$ cat config.mk
export PLATFORM = sky130hd
export DESIGN_NAME = exposure_sequencer_flat
export DESIGN_NICKNAME = d
export VERILOG_FILES = /design/src/rtl/exposure_sequencer_if.sv /design/src/rtl/exposure_sequencer.sv /design/src/flat_wrapper.sv
export SDC_FILE = /design/constraint.sdc
export NUM_CORES = 1
export LEC_CHECK = 0
export ABC_AREA = 1
export CAP_MARGIN = 10
export CORE_MARGIN = 5
export CORE_UTILIZATION = 61
export CTS_CLUSTER_DIAMETER = 40
export CTS_CLUSTER_SIZE = 12
export DETAILED_ROUTE_END_ITERATION = 8
export PLACE_DENSITY_LB_ADDON = 0.12
export SYNTH_ARGS = -nofsm -noshare
export SYNTH_HDL_FRONTEND = slang
export SYNTH_SLANG_ARGS = --single-unit
export TNS_END_PERCENT = 30
$ cat constraint.sdc
create_clock -name CLK -period 6.45 [get_ports CLK]
set_input_delay 0.9675 -clock CLK [delete_from_list [all_inputs] [get_ports CLK]]
set_output_delay 0.9675 -clock CLK [all_outputs]
set_load 0.02 [all_outputs]
$ cat src/rtl/exposure_sequencer_if.sv
// Parameter/control bundle between the UV controller and the exposure sequencer.
// The master drives timing parameters and requests; the slave reports relay state and progress.
interface exposure_sequencer_if;
  logic [13:0] on_time_ms;
  logic [13:0] off_time_ms;
  logic [13:0] repetitions;
  logic        start;
  logic        abort;
  logic        relay;
  logic        busy;
  logic [1:0]  phase;
  logic [13:0] elapsed_ms;
  logic [13:0] rep_count;
  logic        done;
  logic        aborted;
  logic        param_err;

  modport master (
    output on_time_ms, off_time_ms, repetitions, start, abort,
    input  relay, busy, phase, elapsed_ms, rep_count, done, aborted, param_err
  );

  modport slave (
    input  on_time_ms, off_time_ms, repetitions, start, abort,
    output relay, busy, phase, elapsed_ms, rep_count, done, aborted, param_err
  );
endinterface

$ cat src/rtl/exposure_sequencer.sv
// Relay timing engine: latches on/off/repetition settings at start and runs ON/OFF cycles
// with millisecond resolution, reporting phase and progress for the display.
//   state | meaning
//   IDLE  | relay off, counters hold last values for display
//   ON    | relay on, counting on_time ms
//   OFF   | relay off, counting off_time ms between repetitions
module exposure_sequencer #(
  parameter int TICKS_PER_MS = 16000,
  parameter int MAX_VAL      = 9999
) (
  input  logic                 CLK,
  input  logic                 reset_n,
  exposure_sequencer_if.slave  bus
);

  localparam int PW = (TICKS_PER_MS > 2) ? $clog2(TICKS_PER_MS) : 1;

  typedef enum logic [1:0] {
    S_IDLE = 2'd0,
    S_ON   = 2'd1,
    S_OFF  = 2'd2
  } state_t;

  state_t      state_q, state_d;
  logic [PW-1:0] presc_q, presc_d;
  logic [13:0] on_q, on_d;
  logic [13:0] off_q, off_d;
  logic [13:0] reps_q, reps_d;
  logic [13:0] elapsed_q, elapsed_d;
  logic [13:0] rep_q, rep_d;
  logic        relay_q, relay_d;
  logic        done_q, done_d;
  logic        aborted_q, aborted_d;
  logic        param_err_q, param_err_d;

  logic [13:0] on_c, off_c, reps_c;
  logic [13:0] elapsed_inc, rep_inc;
  logic        tick;

  function automatic logic [13:0] clamp(input logic [13:0] v);
    return (v > 14'(MAX_VAL)) ? 14'(MAX_VAL) : v;
  endfunction

  assign on_c        = clamp(bus.on_time_ms);
  assign off_c       = clamp(bus.off_time_ms);
  assign reps_c      = clamp(bus.repetitions);
  assign tick        = (presc_q == PW'(TICKS_PER_MS - 1));
  assign elapsed_inc = elapsed_q + 14'd1;
  assign rep_inc     = rep_q + 14'd1;

  always_ff @(posedge CLK or negedge reset_n) begin
    if (!reset_n) begin
      state_q     <= S_IDLE;
      presc_q     <= '0;
      on_q        <= '0;
      off_q       <= '0;
      reps_q      <= '0;
      elapsed_q   <= '0;
      rep_q       <= '0;
      relay_q     <= 1'b0;
      done_q      <= 1'b0;
      aborted_q   <= 1'b0;
      param_err_q <= 1'b0;
    end else begin
      state_q     <= state_d;
      presc_q     <= presc_d;
      on_q        <= on_d;
      off_q       <= off_d;
      reps_q      <= reps_d;
      elapsed_q   <= elapsed_d;
      rep_q       <= rep_d;
      relay_q     <= relay_d;
      done_q      <= done_d;
      aborted_q   <= aborted_d;
      param_err_q <= param_err_d;
    end
  end

  always_comb begin
    state_d   = state_q;
    presc_d   = presc_q;
    on_d      = on_q;
    off_d     = off_q;
    reps_d    = reps_q;
    elapsed_d = elapsed_q;
    rep_d     = rep_q;
    case (state_q)
      S_IDLE: begin
        if (bus.start && !bus.abort && on_c != 14'd0 && reps_c != 14'd0) begin
          state_d   = S_ON;
          on_d      = on_c;
          off_d     = off_c;
          reps_d    = reps_c;
          elapsed_d = '0;
          rep_d     = '0;
          presc_d   = '0;
        end
      end
      S_ON, S_OFF: begin
        if (bus.abort) begin
          state_d = S_IDLE;
        end else begin
          // The tick wraps the prescaler to zero, which also serves as the phase-entry clear.
          presc_d = tick ? '0 : presc_q + PW'(1);
          if (tick) begin
            elapsed_d = elapsed_inc;
            if (state_q == S_ON && elapsed_inc == on_q) begin
              rep_d = rep_inc;
              if (rep_inc == reps_q) begin
                state_d = S_IDLE;
              end else begin
                state_d   = (off_q == 14'd0) ? S_ON : S_OFF;
                elapsed_d = '0;
              end
            end else if (state_q == S_OFF && elapsed_inc == off_q) begin
              state_d   = S_ON;
              elapsed_d = '0;
            end
          end
        end
      end
      default: state_d = S_IDLE;
    endcase
  end

  // Status pulses are mutually exclusive: each keys off a distinct state/abort combination.
  always_comb begin
    relay_d     = (state_d == S_ON);
    done_d      = (state_q != S_IDLE) && !bus.abort && (state_d == S_IDLE);
    aborted_d   = (state_q != S_IDLE) && bus.abort;
    param_err_d = (state_q == S_IDLE) && bus.start && !bus.abort && (state_d == S_IDLE);
  end

  assign bus.relay      = relay_q;
  assign bus.busy       = (state_q != S_IDLE);
  assign bus.phase      = state_q;
  assign bus.elapsed_ms = elapsed_q;
  assign bus.rep_count  = rep_q;
  assign bus.done       = done_q;
  assign bus.aborted    = aborted_q;
  assign bus.param_err  = param_err_q;

endmodule

$ cat src/flat_wrapper.sv
// flat-port wrapper written by rule: the top's interface ports become plain ports
module exposure_sequencer_flat 
#(
  parameter int TICKS_PER_MS = 16000,
  parameter int MAX_VAL      = 9999
)
  (CLK, reset_n, bus_on_time_ms, bus_off_time_ms, bus_repetitions, bus_start, bus_abort, bus_relay, bus_busy, bus_phase, bus_elapsed_ms, bus_rep_count, bus_done, bus_aborted, bus_param_err);
  exposure_sequencer_if bus_i ();
  input  logic CLK;
  input  logic reset_n;
  input wire logic [$bits(bus_i.on_time_ms)-1:0] bus_on_time_ms;
  input wire logic [$bits(bus_i.off_time_ms)-1:0] bus_off_time_ms;
  input wire logic [$bits(bus_i.repetitions)-1:0] bus_repetitions;
  input wire logic [$bits(bus_i.start)-1:0] bus_start;
  input wire logic [$bits(bus_i.abort)-1:0] bus_abort;
  output wire logic [$bits(bus_i.relay)-1:0] bus_relay;
  output wire logic [$bits(bus_i.busy)-1:0] bus_busy;
  output wire logic [$bits(bus_i.phase)-1:0] bus_phase;
  output wire logic [$bits(bus_i.elapsed_ms)-1:0] bus_elapsed_ms;
  output wire logic [$bits(bus_i.rep_count)-1:0] bus_rep_count;
  output wire logic [$bits(bus_i.done)-1:0] bus_done;
  output wire logic [$bits(bus_i.aborted)-1:0] bus_aborted;
  output wire logic [$bits(bus_i.param_err)-1:0] bus_param_err;
  assign bus_i.on_time_ms = bus_on_time_ms;
  assign bus_i.off_time_ms = bus_off_time_ms;
  assign bus_i.repetitions = bus_repetitions;
  assign bus_i.start = bus_start;
  assign bus_i.abort = bus_abort;
  assign bus_relay = bus_i.relay;
  assign bus_busy = bus_i.busy;
  assign bus_phase = bus_i.phase;
  assign bus_elapsed_ms = bus_i.elapsed_ms;
  assign bus_rep_count = bus_i.rep_count;
  assign bus_done = bus_i.done;
  assign bus_aborted = bus_i.aborted;
  assign bus_param_err = bus_i.param_err;
  exposure_sequencer #(.TICKS_PER_MS(TICKS_PER_MS), .MAX_VAL(MAX_VAL)) u_core (.CLK(CLK), .reset_n(reset_n), .bus(bus_i));
endmodule
==> results of run 1 <==
==> Yosys cell counts <==
cell	n
nand3b_1	2
o21ai_2	11
nor2_2	4
buf_4	2
o21ai_0	58
mux2i_1	6
a21oi_1	14
or2_1	1
nand2_4	3
nor3_4	1
o21ai_1	10
o31ai_4	1
o31ai_1	1
dfrtp_1	90
inv_1	141
o21a_1	5
ha_1	7
buf_6	1
a21boi_0	1
clkbuf_1	11
nor2_4	1
or4_1	1
o211ai_1	2
xor2_1	4
and2_1	5
xnor2_1	1
nor3_1	16
nand4_1	20
nor2_8	2
nor4_1	6
nor2_1	77
inv_2	2
nand3_2	6
nand3_1	115
o22ai_1	5
nor3_2	1
nand3_4	1
buf_2	4
nand2_1	253
buf_1	1
nand2_2	13
or3_1	2
==> how the worst max path moves through the flow <==
| stage | slack (ps) | from | depth (start not counted) | endpoint |
|---|---|---|---|---|
| 2_1_floorplan | 3730 | bus_on_time_ms[5] | 14 | u_core.bus.rep_count[10]$_DFFE_PN0P_ |
| 3_3_place_gp | 2610 | bus_on_time_ms[6] | 15 | u_core.bus.elapsed_ms[13]$_DFFE_PN0P_ |
| 3_5_place_dp | 2520 | bus_on_time_ms[5] | 14 | u_core.bus.elapsed_ms[13]$_DFFE_PN0P_ |
| 4_1_cts | 2880 | bus_on_time_ms[5] | 14 | u_core.bus.elapsed_ms[13]$_DFFE_PN0P_ |
| 5_1_grt | 2480 | bus_on_time_ms[6] | 15 | u_core.bus.elapsed_ms[13]$_DFFE_PN0P_ |
| 6_report | 2840 | bus_on_time_ms[6] | 15 | u_core.bus.elapsed_ms[13]$_DFFE_PN0P_ |
==> kinds of logic after synthesis <==
kind of cell | count (synthesis)
AO/OA/AOI/OAI | 108
flip-flops | 90
AND/OR/NAND/NOR | 530
multiplexers | 6
buffers and inverters | 162
XOR/XNOR | 5
adder cells (fa/ha/maj) | 7
==> power groups by stage <==
stage	logic, mW	registers [mW]	clock network (mW)
2_1_floorplan	0.580	0.815	0
3_3_place_gp	0.805	0.824	0
3_5_place_dp	0.818	0.829	0
4_1_cts	0.824	0.817	0.415
5_1_grt	0.940	0.840	0.442
6_report	0.835	0.820	0.413
==> metal layers <==
layer	GRT usage [%]	vias up	part of all wire, %
li1	-	3072	-
met1	44.5	2836	47
met2	39.9	238	42
met3	5.36	19	9.2
met4	5.98	0	1.1
met5	0	-	0
==> cells in the final DEF (no fill, tap or decap), types with 11 or more instances in the layout <==
master	count
dfrtp_1	90
a21oi_1	14
nor3_1	16
nand4_1	20
clkbuf_8	11
clkdlybuf4s50_1	79
nand3_1	115
o21ai_0	58
nor2_1	76
nand2_2	13
o21ai_2	11
nand2_1	253
inv_1	141
==> worst reg2reg max path, delay by kind of cell, from the launching register on <==
family	cells	cell delay [ps]
flops	1	420
fa+ha+maj	1	730
buf+inv	3	450
compound gates	1	130
simple gates	4	1320
==> layout make-up <==
| type | count | area (µm²) | share of cell area (%) |
|---|---|---|---|
| clock inverter | 5 | 61.3 | 0.848 |
| inverter | 143 | 537 | 7.42 |
| tap | 133 | 166 | 2.30 |
| clock buffer | 11 | 151 | 2.09 |
| multi-input combinational | 656 | 3250 | 44.9 |
| timing repair buffer | 82 | 813 | 11.2 |
| sequential | 90 | 2250 | 31.1 |
==> flip-flops by register name, summed over array words and instances, names as in the netlist <==
signal	count
u_core.on_q	14
u_core.bus.rep_count	14
u_core.bus.relay	1
u_core.bus.phase	2
u_core.bus.done	1
u_core.presc_q	14
u_core.reps_q	14
u_core.bus.elapsed_ms	14
u_core.bus.aborted	1
u_core.off_q	14
u_core.bus.param_err	1
==> metrics by stage <==
stage	total power, mW	utilization [%]	worst slack [ps]
4_1_cts	2.06	74.0	2880
5_1_grt	2.22	74.0	2480
3_5_place_dp	1.65	71.8	2520
3_3_place_gp	1.63	71.8	2610
2_1_floorplan	1.39	-	3730
6_report	2.07	74.0	2840
==> flow_summary.ini, run 1 <==
[die]
start_util_pct = 62.6
floorplan.io_pins = 81
core_area_um2 = 9770
die_x_um = 110
fp-row-count = 36
design.die.area_um2 = 12100
die_h_um = 110

[place]
placedInstanceArea_um2 = 7020
detailed_placement_hpwl_um = 12400
dp.cells = 1104
gp_routability_congestion = 0.943
io_buffers = 80

[finish]
stdcell_area_um2 = 7230
antenna_fix_cells = 0
finish.cell_count_without_fillers = 1120
layout-drive-gt1-share_pct = 6.69
area_growth_pct = 18.1
filler_cells = 819
final_net_count = 1035

[clock_network]
cts_buffers = 9
numClockSinks = 90
cts_tree = yes
cts_buffer_depth = 2
cts.htree.levels = 3
cts.clk_slew.worst_paths_ps = 90
cts_root_buffer = clkbuf_8
cts_hold_repair.buffers = 0
cts_setup_buffers = 0
post_cts_resize_count = 0
clock_insertion_delay_worst_skew_ps = 370

[logic_synthesis]
count_of_mapped_cells_out_of_synthesis = 908
synth_fp_nets = 961
synth_top_cells_by_area = dfrtp_1 (37%), nand2_1 (16%), nand3_1 (9.4%), inv_1 (8.6%), o21ai_0 (4.7%)
ys_warn_count = 0
yosys.cell_types.count = 42
total_of_flip_flops_plus_latches_after_synthesis = 90
compound_cell_area_share_of_the_yosys_netlist_pct = 10.2
synthXorXnorAreaFrac_pct = 0.715
area_share_of_the_largest_cell_type_after_synthesis_pct = 36.8
sequential_share_of_the_synthesized_area_pct = 36.8
share_of_cell_area_taken_by_muxes_after_synthesis_pct = 0.981
mapped_area_um2 = 6120
synthSimpleGateAreaFrac_pct = 39.6
synth_area_per_cell_um2 = 6.74
synth_top_family_by_area = simple AND/OR/NAND/NOR gates
netlist.top_cell.by_area = dfrtp_1
post_synthesis_adder_cell_area_fraction_pct = 1.43

[global_routing]
groute.usage.overall_pct = 28.1
number_of_antenna_violations_at_the_first_check_in_global_routing = 0
pin_count_of_the_biggest_net_entering_global_routing = 71
wire_length_of_the_first_global_routing_pass_um = 26900
globalRoute.totalOverflow = 0
vias_in_the_first_global_route = 5547

[pwr]
power_switching_mw = 0.866
p_int_mw = 1.20
worst_vdd_ir_uv = 190
power_density_nw_per_um2 = 286
static-leakage-power_nw = 3.35
switching_share_pct = 41.8
clkPwrFrac_pct = 20.0
seqPwrFrac_pct = 39.7
combPwrFrac_pct = 40.4

[setup_path]
start_kind = primary input
worst-endpoint-arrival_ps = 3900
worstReg2RegEnd = u_core.bus.elapsed_ms[13]$_DFFE_PN0P_
crit-reg2reg-launch = u_core.bus.phase[0]$_DFF_PN0_
r2r_setup_slack_ps = 3280
length_in_cells_of_the_worst_reg_to_reg_path = 9
critical_setup_path_class = in -> reg
critical_path.n_buffers_inverters = 3
largest_fanout_of_any_net_on_the_critical_path = 15
critical_path.cell_chain = clkdlybuf4s50_1 > inv_1 > nand2_1 > nor2_1 > o211ai_1 > nand2_1 > inv_2 > nor2_1 > nand3_1 > nand3_2 > nand2_1 > nand3_1 > nor2_1 > nand2_2 > o21ai_0
crit_family = simple AND/OR/NAND/NOR gates
timing.critical_path.slowest_stage_cell = clkdlybuf4s50_1
crit_end_category = flop
cp_peak_stage_delay_ps = 500
required_ps = 6730

[min_path]
path_type_of_the_worst_min_delay_path = reg -> reg
whs_path_depth = 1
min_to = u_core.presc_q[10]$_DFFE_PN0P_
worstHoldStart = u_core.presc_q[10]$_DFFE_PN0P_

[timing]
fin_crit_ps = 3610
rsz0062_at_grt = false
timing.final.max_slew_violations = 0
worstMarginPinSlew_ps = 790
timing.fmax_mhz = 277
timing_hold_violations_final = 0
slew_headroom_pct = 47.3
fin_crit_sh_pct = 56.0
final-setup-viol-count = 0
final.hold.worst_slack_ps = 469
timing.clock.skew_ps = 11.4
setup_tns_ps = 0

[route]
vias_per_cell = 5.50
totalWireLength_um = 15800
first_pass_iters = 6
drt-initial-drc-count = 573
drc = 0
detailroute.via_count = 6165
antenna_violating_nets_post_route = 0
wl_per_cell_um = 14.1

[run]
drv_cap = 0

[outcome]
run_status = finished, final reports clean
Note: power is estimated with default switching activity, not from simulation.
==> run 2, diff against run 1 <==
CORE_UTILIZATION = 56   (was 61)
clock period = 3.8 ns   (was 6.45 ns; I/O delays follow)
==> run 2 against run 1 <==
Compared with the run above: critical path depth is 1 higher; wire length down 1.5%; setup slack lost 2000 ps; sequential share of layout area shrank 0.16 points; flip-flop and latch count did not move; final area up 0.50%; largest power group unchanged.
==> flow_summary.ini, run 2 (synthesis gave the netlist of run 1 again) <==
[place]
io_buffers = 80
gp_routability_congestion = 0.974
placedInstanceArea_um2 = 7060
detailed_placement_hpwl_um = 12400

[die]
floorplan.io_pins = 81
core_area_um2 = 10800
start_util_pct = 56.7
design.die.area_um2 = 13100
die_x_um = 115
fp-row-count = 38
die_h_um = 115

[setup_path]
timing.critical_path.slowest_stage_cell = clkdlybuf4s50_1
cp_peak_stage_delay_ps = 520
crit_end_category = flop
largest_fanout_of_any_net_on_the_critical_path = 28
critical_setup_path_class = in -> reg
path_common_cell = nand2_1
crit_family = simple AND/OR/NAND/NOR gates
r2r_setup_slack_ps = 840
worst-endpoint-arrival_ps = 3260
start_kind = primary input
required_ps = 4050
critical_path.n_buffers_inverters = 3
critical_path.cell_chain = clkdlybuf4s50_1 > inv_1 > nand2_1 > nor2_1 > o211ai_1 > nand2_1 > inv_2 > nor2_1 > nand3_1 > nand3_2 > nand2_1 > nand3_2 > nor2_2 > nand2_2 > nand2_1 > o21ai_0

[timing]
fin_crit_sh_pct = 79.1
fin_crit_ps = 3010
rsz0062_at_grt = false
worstMarginPinSlew_ps = 744
timing.fmax_mhz = 333
timing_hold_violations_final = 0
final-setup-viol-count = 0
slew_headroom_pct = 50.4
timing.final.max_slew_violations = 0
setup_tns_ps = 0
timing.clock.skew_ps = 10.1

[clock_network]
cts_buffers = 9
post_cts_resize_count = 0
clock_insertion_delay_worst_skew_ps = 380
cts_buffer_depth = 2
cts_hold_repair.buffers = 1
numClockSinks = 90
cts_setup_buffers = 0
cts.htree.levels = 3
cts_root_buffer = clkbuf_8
cts_tree = yes
cts.clk_slew.worst_paths_ps = 80

[outcome]
run_status = finished, final reports clean

[route]
detailroute.wirelength.met3_um = 1260
vias_per_cell = 5.28
drc = 0
antenna_violating_nets_post_route = 0
wl_per_cell_um = 13.8
drt-initial-drc-count = 578
top_layer_used = met4
first_pass_iters = 5
totalWireLength_um = 15600
m1WireLength_um = 7740
met2WireLength_um = 6340
detailroute.via_count = 5976

[finish]
stdcell_area_um2 = 7270
layout-drive-gt1-share_pct = 6.66
antenna_fix_cells = 0
layout_commonest_cell = nand2_1
fin_util_pct = 67.3
commonest_cells_after_routing_fill_and_taps_aside = nand2_1 (253), inv_1 (141), nand3_1 (115), dfrtp_1 (90), clkdlybuf4s50_1 (79)
area_growth_pct = 18.7
final_net_count = 1040

[global_routing]
groute.usage.overall_pct = 25.1
vias_in_the_first_global_route = 5384
globalRoute.totalOverflow = 0
number_of_antenna_violations_at_the_first_check_in_global_routing = 0
pin_count_of_the_biggest_net_entering_global_routing = 59
wire_length_of_the_first_global_routing_pass_um = 26200

[pwr]
worst_vdd_ir_uv = 378
static-leakage-power_nw = 3.38
total_power_mw = 3.50
power_density_nw_per_um2 = 482

[min_path]
path_type_of_the_worst_min_delay_path = reg -> reg

[run]
drv_cap = 0
[run 2: cell types whose count changed in the layout (fill, tap and decap cells not counted), sizes merged]
cell / before / now
clkinvlp: 3 / 0
inv: 144 / 143
dlygate4sd3: 0 / 1
clkbuf: 11 / 12
bufinv: 1 / 2
buf: 3 / 7
clkinv: 0 / 1
[run 2: area by class of cell]
cell class                      count  area, µm²
Clock buffer                       12        135
Clock inverter                      3       65.1
Fill cell                         998       3520
Inverter                          143        537
Multi-Input combinational cell    656       3250
Sequential cell                    90       2250
Tap cell                          140        175
Timing Repair Buffer               87        853
[run 2: worst reg2reg max path, delay by kind of cell, from the launching register on]
family	cells	cell delay (ps)
simple gates	11	1450
flops	1	560
fa+ha+maj	1	300
compound gates	2	530
buf+inv	1	60
[run 2: layer usage]
layer | vias to the layer above | GRT usage (%)
met1 | 2666 | 40.5
met2 | 215 | 34.2
li1 | 3081 | -
met4 | 0 | 7.60
met3 | 14 | 3.59
met5 | - | 0
[run 2: final timing paths]
path | depth (start not counted) | from | end
max in group asynchronous | 3 | reset_n | u_core.bus.rep_count[4]$_DFFE_PN0P_
hold reg to reg | 1 | u_core.presc_q[10]$_DFFE_PN0P_ | u_core.presc_q[10]$_DFFE_PN0P_
setup / recovery | 16 | bus_on_time_ms[6] | u_core.bus.rep_count[10]$_DFFE_PN0P_
setup reg to reg | 15 | u_core.bus.elapsed_ms[0]$_DFFE_PN0P_ | u_core.bus.elapsed_ms[13]$_DFFE_PN0P_
hold / removal | 1 | u_core.presc_q[10]$_DFFE_PN0P_ | u_core.presc_q[10]$_DFFE_PN0P_
min in group asynchronous | 2 | reset_n | u_core.bus.elapsed_ms[12]$_DFFE_PN0P_
[run 2: where the power goes]
group / internal, mW / switching (mW)
registers: 1.20 / 0.190
logic: 0.512 / 0.901
clock network: 0.367 / 0.332
total: 2.08 / 1.42
[run 2: metrics by stage]
step	setup WS, ps	hold slack, ps	cells
floorplan	1430	274	908
global placement	514	384	1115
detailed placement	411	383	1115
CTS	824	466	1131
global route	424	482	1131
finish	795	464	1131
